## config.mk

```make
export PLATFORM = sky130hd
export DESIGN_NAME = fifo_drain_arbiter
export DESIGN_NICKNAME = d
export VERILOG_FILES = /design/src/rtl/fifo_drain_arbiter.sv
export SDC_FILE = /design/constraint.sdc
export NUM_CORES = 1
export LEC_CHECK = 0
export ABC_AREA = 0
export BUFFER_PORTS_ARGS = -buffer_cell sky130_fd_sc_hd__buf_2
export CAP_MARGIN = 10
export CELL_PAD_IN_SITES_DETAIL_PLACEMENT = 2
export CELL_PAD_IN_SITES_GLOBAL_PLACEMENT = 2
export CORE_MARGIN = 1
export CORE_UTILIZATION = 36
export DETAILED_ROUTE_END_ITERATION = 6
export GPL_ROUTABILITY_DRIVEN = 0
export PLACE_DENSITY = 0.88
export SLEW_MARGIN = 20
export SYNTH_ARGS = -nofsm -noshare
export SYNTH_HDL_FRONTEND = slang
export SYNTH_SLANG_ARGS = --single-unit
```

## constraint.sdc

```tcl
create_clock -name clk -period 4.64 [get_ports clk]
set_input_delay 0.928 -clock clk [delete_from_list [all_inputs] [get_ports clk]]
set_output_delay 0.928 -clock clk [all_outputs]
set_load 0.03 [all_outputs]
```

## src/rtl/fifo_drain_arbiter.sv

```systemverilog
// -----------------------------------------------------------------------------
// fifo_drain_arbiter
//
// Purpose:
//   Drains a bank of 16 FIFO lanes through an external 16:1 lane mux into one
//   registered output stream. In ARB the block picks a non-empty lane, drives
//   the mux select, and enters READ. In READ it pulses that lane's read
//   strobe for one cycle and captures the muxed word into the output slot on
//   the same edge that pops the FIFO.
//
// Build option:
//   FIFO_DRAIN_FIXED_PRI_EN - when defined, ARB always grants the lowest-index
//   non-empty lane and rr_ptr stays at 0. When undefined, the search starts
//   at rr_ptr (one past the last lane read) and wraps 15->0.
//
// Ports:
//   clk        in   clock, rising-edge active
//   reset      in   asynchronous, active-high reset
//   en         in   drain enable; 0 blocks new grants (a READ in flight completes)
//   empty      in   [15:0] per-lane FIFO empty flags
//   mux_out    in   [bw-1:0] lane mux data for the current sel
//   out_ready  in   downstream accepts out_data this cycle
//   sel        out  [3:0] registered lane select to the mux
//   rd         out  [15:0] one-hot FIFO read strobe, non-zero only in READ
//   out_data   out  [bw-1:0] captured word (registered)
//   out_valid  out  out_data holds an unconsumed word
//   busy       out  high in READ or while out_valid=1
//   dbg_state  out  current FSM state (0 = ARB, 1 = READ)
//
// Output handshake (valid/ready):
//   A word transfers on every rising edge where out_valid=1 and out_ready=1.
//   out_data and out_valid are held unchanged while out_valid=1 and
//   out_ready=0. out_valid drops after a transfer unless a READ refills the
//   slot on that same edge. ARB grants only when the slot will be free at
//   the grant edge, so a READ never finds the slot occupied.
// -----------------------------------------------------------------------------
module fifo_drain_arbiter #(
    parameter int bw = 4
) (
    input  logic          clk,
    input  logic          reset,
    input  logic          en,
    input  logic [15:0]   empty,
    input  logic [bw-1:0] mux_out,
    input  logic          out_ready,
    output logic [3:0]    sel,
    output logic [15:0]   rd,
    output logic [bw-1:0] out_data,
    output logic          out_valid,
    output logic          busy,
    output logic          dbg_state
);

    typedef enum logic {
        ST_ARB  = 1'b0,
        ST_READ = 1'b1
    } state_t;

    state_t        r_state;
    logic [3:0]    r_sel;
    logic [3:0]    r_rr_ptr;
    logic [bw-1:0] r_out_data;
    logic          r_out_valid;

    logic          w_any;
    logic [3:0]    w_grant;
    logic [3:0]    w_idx;
    logic          w_slot_free;
    logic          w_consumed;
    logic          w_grant_ok;

    // Search lanes rr_ptr, rr_ptr+1, ... with natural 4-bit wrap; the first
    // non-empty lane wins. In the fixed-priority build rr_ptr never leaves 0,
    // so the same search yields the lowest-index non-empty lane.
    always_comb begin
        w_any   = 1'b0;
        w_grant = r_rr_ptr;
        w_idx   = 4'd0;
        for (int k = 0; k < 16; k++) begin
            w_idx = r_rr_ptr + 4'(k);
            if (!w_any && !empty[w_idx]) begin
                w_any   = 1'b1;
                w_grant = w_idx;
            end
        end
    end

    assign w_consumed  = r_out_valid && out_ready;
    assign w_slot_free = !r_out_valid || out_ready;
    assign w_grant_ok  = en && w_any && w_slot_free;

    always_ff @(posedge clk or posedge reset) begin
        if (reset) begin
            r_state     <= ST_ARB;
            r_sel       <= 4'd0;
            r_rr_ptr    <= 4'd0;
            r_out_data  <= '0;
            r_out_valid <= 1'b0;
        end else begin
            case (r_state)
                ST_ARB: begin
                    if (w_consumed) begin
                        r_out_valid <= 1'b0;
                    end
                    if (w_grant_ok) begin
                        r_sel   <= w_grant;
                        r_state <= ST_READ;
                    end
                end
                ST_READ: begin
                    // The FIFO pops on this edge; its head word is on mux_out now.
                    r_out_data  <= mux_out;
                    r_out_valid <= 1'b1;
`ifdef FIFO_DRAIN_FIXED_PRI_EN
                    r_rr_ptr    <= 4'd0;
`else
                    r_rr_ptr    <= r_sel + 4'd1;
`endif
                    r_state     <= ST_ARB;
                end
                default: r_state <= ST_ARB;
            endcase
        end
    end

    // rd depends only on registered state, so an asynchronous reset removes
    // the strobe immediately.
    assign rd        = (r_state == ST_READ) ? (16'h0001 << r_sel) : 16'h0000;
    assign sel       = r_sel;
    assign out_data  = r_out_data;
    assign out_valid = r_out_valid;
    assign busy      = (r_state == ST_READ) || r_out_valid;
    assign dbg_state = (r_state == ST_READ);

endmodule

```

# After elaboration in Yosys (flattened, before gate mapping)
# Cells that the tools add are included.
# word_totals
regBits	14
inputBits	24
out_inout_bits	27
word_cells	159
# classes
add_sub_neg	16
magnitude_cmp	16
n_eq_ne	1
shifts	1
mux	68
bitwise_logic	1
reduce_logical	51
# ops
cell	n
4-bit by 5-bit less-than comparator with 1-bit output, second input constant	16
1-bit binary-select mux with 4-bit select	16
4-bit two-way mux	15
1-bit two-way mux	34
4-bit adder, second input constant	8
1-bit logical NOT	30
1-bit logical AND	18
4-bit by 3-bit adder with 4-bit output, second input constant	4
16-bit two-way mux	1
1-bit by 4-bit << shifter with 16-bit output, first input constant	1
4-bit by 1-bit adder with 4-bit output, second input constant	2
4-bit by 2-bit adder with 4-bit output, second input constant	2
1-bit one-hot mux with 2 select lines	2
1-bit logical OR	2
2-bit != test, second input constant	1
2-bit AND reduction	1
1-bit NOT	1

# Longest topological paths before layout
# logic_depth
ltp_word	52
depth_mapped	16
ltp_nobuf	11

# Worst setup path before layout
# Ideal clock, no wire load.
# synth_path
path_type	register -> register
from	register r_rr_ptr[1]
to	register r_sel[0] (netlist: sel[0])
setup_time_ns	0.127
arrival_ns	3.958
required_time_ns	4.513
path_slack_ns	0.554
stages_incl_launch_ff	16
n_path_buf	4
period_less_slack_ns	4.086
cell_sequence	dfrtp_1 -> buf_2 -> buf_2 -> inv_1 -> ha_1 -> buf_4 -> buf_4 -> mux4_2 -> inv_1 -> mux4_2 -> nor4_4 -> nand3_4 -> nor4_2 -> nor3_1 -> xnor2_1 -> mux2_1
# synth_between
elab_chain_len	51
elab_cells_between_ends	125
cone_classes	add/sub: 15; mux: 63; reduce/logical: 47
# synth_rtl
item	line	rtl
start, declared	61	logic [3:0] r_rr_ptr;
start signal, assigned	117	r_rr_ptr <= r_sel + 4'd1;
4-bit by 1-bit adder with 4-bit output	80	w_idx = r_rr_ptr + 4'(k);
1-bit binary-select mux with 4-bit select	81	if (!w_any && !empty[w_idx]) begin
1-bit two-way mux (not written as such)	81	
1-bit logical NOT	81	
1-bit logical AND	81	
1-bit two-way mux	81	
1-bit logical NOT	81	
1-bit logical AND	81	
[34 not listed]	--	
1-bit logical NOT	81	
1-bit logical AND	81	
1-bit two-way mux	81	
1-bit logical NOT	81	
1-bit logical AND	81	
1-bit two-way mux	81	
1-bit logical AND (2 in series)	90	assign w_grant_ok = en && w_any && w_slot_free;
2-bit AND reduction (no line)	--	
end signal, assigned	106	r_sel <= w_grant;
end, declared	60	logic [3:0] r_sel;
# Parallel ways exist; a longest one is shown, timed or not. The select of a mux whose other input is x is not followed.
# A chain may end at the register's enable or synchronous reset.

# Final worst setup path
# layout_path
from	register r_rr_ptr[2]
to	register r_sel[0] (netlist: sel[0])
# The elaborated chain is that of the path after synthesis.

==> impl_metrics.ini <==
[outcome]
status = completed

[global_routing]
antenna_found_initial = 0
grt_start_max_net_pins = 27
gr-total-overflow = 0
grt_pass1_wl_microns = 21500
first_global_vias = 3736
grt.total_usage_pct = 32.2

[route]
via_per_inst = 6.69
totalWireLength_microns = 13400
remaining_drc_errors = 0
vias = 3257
firstDrtPassIters = 4
drt_iter0_drc = 231
routedWlPerCell_microns = 27.5
ant_nets = 0

[layout]
area_growth_pct = 11.9
layout.cells.non_filler = 487
drive_above_1_share_pct = 29.1
nets = 421
postLayoutCoreUtil_pct = 41.8
diodes = 0

[logic_synthesis]
synth_top_family_by_area = multiplexers
synth-simple-area-share_pct = 21.2
avgSynthCellArea_sq_um = 9.15
synth.cell_area_sq_mm = 0.00310
ys.flop_type = dfrtp_1
synthesis.nets = 376
synth_mux_area_share_pct = 34.8
synth_compound_area_share_pct = 17.6
ys_types = 71
ys_warn_count = 0
ys_seq_area_share_pct = 11.3
synthAdderAreaFrac_pct = 5.24
netlist_instances = 339
async_reset_ff_share_pct = 100
synth_enable_flop_cells = 0
synth_xor_area_share_pct = 3.59
ys_ff_latch = 14

[cts]
h-tree-depth = 1
clockBufferDepth = 2
postCtsHoldBufs = 0
cts_root_buffer = clkbuf_8
post_cts_buffers = 0
cts_tree = done
cts_sinks = 14
cts_buffers = 3
clkTransAtPathRegs_ns = 0.07
insertion_delay_ns = 0.25

[sta]
timing.fmax_mhz = 234
slew_viol_final = 0
worst_slack_ns = 0.359
fin_crit_sh_pct = 92.3
min_period_ns = 4.28
hold_violations = 0
fin_skew_ns = 0.00796
tns_ns = 0
slew_headroom_pct = 45.9
rsz0062_at_grt = no
finalSetupViolCount = 0
worstMarginPinSlew_ns = 0.805

[placement]
pre_cts_ws_ns = 0.375
dp_cells = 484
port_buffers = 50
post-dp-hpwl_microns = 10600

[floorplanning]
initial_utilization_pct = 37.4
core_sq_mm = 0.00830
dieArea_sq_mm = 0.00899
rows = 33
pin_count = 51
die_y_microns = 94.8
chipWidth_microns = 94.8

[worst_setup_path]
crit_path_top_delay_cell = ha_1
worst_path_largest_cell_delay_ns = 0.70
arrival_ns = 4.42
crit_chain = inv_2 -> ha_1 -> mux4_2 -> mux4_2 -> inv_1 -> nor3_1 -> nand3_4 -> nor3_1 -> a21oi_1 -> mux2_1
required_ns = 4.78
path_class = flop to flop
worstSetupStartpointType = flop
cp_max_fo = 12
crit_path_end_kind = flop
reg2reg_depth = 10

[job]
drv_cap = 0

[min_path]
hp-class = flop to flop
holdPathStages = 1
==> cells by family (layout without fill, tap and decap cells) <==
| kind of cell | count (synthesis) | count (layout) |
|---|---|---|
| AO/OA/AOI/OAI | 78 | 78 |
| AND/OR/NAND/NOR | 119 | 119 |
| multiplexers | 65 | 65 |
| XOR/XNOR | 11 | 11 |
| buffers and inverters | 39 | 82 |
| adder cells (fa/ha/maj) | 13 | 13 |
| flip-flops | 14 | 14 |
==> flip-flops by register name (all words and copies together) (netlist names) <==
| signal | flops |
|---|---|
| out_valid | 1 |
| out_data | 4 |
| r_rr_ptr | 4 |
| sel | 4 |
| dbg_state | 1 |
==> placed cells by master (no fill, tap or decap), types with 7 or more instances in the layout <==
cell type,netlist,routed
buf_2,4,50
mux4_2,27,27
nand2_1,22,22
mux2i_1,21,21
inv_1,21,21
nor2_1,20,20
a21oi_1,17,17
nor3_1,16,16
and2_1,16,16
dfrtp_1,14,14
o21ai_0,12,12
ha_1,13,12
mux2_2,11,11
and3_1,7,7
buf_4,3,7
==> final timing paths <==
path                          endpoint   startpoint  slack, ns
max                             sel[0]  r_rr_ptr[2]       0.36
min                        out_data[2]  out_data[2]       0.52
max reg2reg                     sel[0]  r_rr_ptr[2]       0.36
min reg2reg                out_data[2]  out_data[2]       0.52
max in group asynchronous  out_data[0]        reset       3.49
min in group asynchronous  out_data[3]        reset       0.75
==> synth_stat cells (all sizes together) (5+ instances only) <==
master	count	area, sq um
a211oi	5	37.5
a21oi	18	101
and2	17	106
and3	7	43.8
buf	14	98.8
dfrtp	14	350
ha	13	163
inv	22	82.6
mux2	12	135
mux2i	22	233
mux4	31	713
nand2	22	82.6
nand2b	6	37.5
nand3	7	47.6
nor2	20	75.1
nor2b	5	31.3
nor3	16	80.1
nor4	6	58.8
o21ai	14	70.1
xnor2	5	51.3
xor2	6	60.1
==> final cells by class <==
class                   instances  area (sq um)
multi-input cells             286          2560
repair buffers                 57           303
fillers                       932          4830
inverters                      22          82.6
flip-flops and latches         14           350
well taps                     105           131
clock buffers                   3          41.3
==> layer usage <==
| metal | routed length [microns] | GRT usage (%) |
|---|---|---|
| met1 | 5370 | 39.5 |
| met2 | 6930 | 55.8 |
| met3 | 688 | 4.91 |
| met5 | 0 | 0 |
| met4 | 423 | 13.1 |
==> stage by stage <==
step           cell area (sq um)  hold slack [ns]
3_5_place_dp                3430            0.497
5_1_grt                     3470            0.540
2_1_floorplan               3100            0.676
3_3_place_gp                3430            0.484
4_1_cts                     3470            0.522
6_report                    3470            0.522
==> worst max-delay path, delay by kind of cell (launching register included) <==
kind / cells / cell delay [ns]
muxes: 3 / 1.44
adders and majority gates: 1 / 0.70
DFF: 1 / 0.57
AOI/OAI and AO/OA: 1 / 0.56
buffers and inverters: 2 / 0.47
and+or+nand+nor: 3 / 0.43
==> what timing repair did <==
| action | 4_1_cts | 5_1_grt |
|---|---|---|
| endpoints found under the hold margin | 0 | 0 |
| setup endpoints to repair | 0 | 1 |
| resized for setup | 0 | 1 |
Power is not shown: default switching activity piles up to over one toggle a cycle in this logic, so the estimate is an artifact.
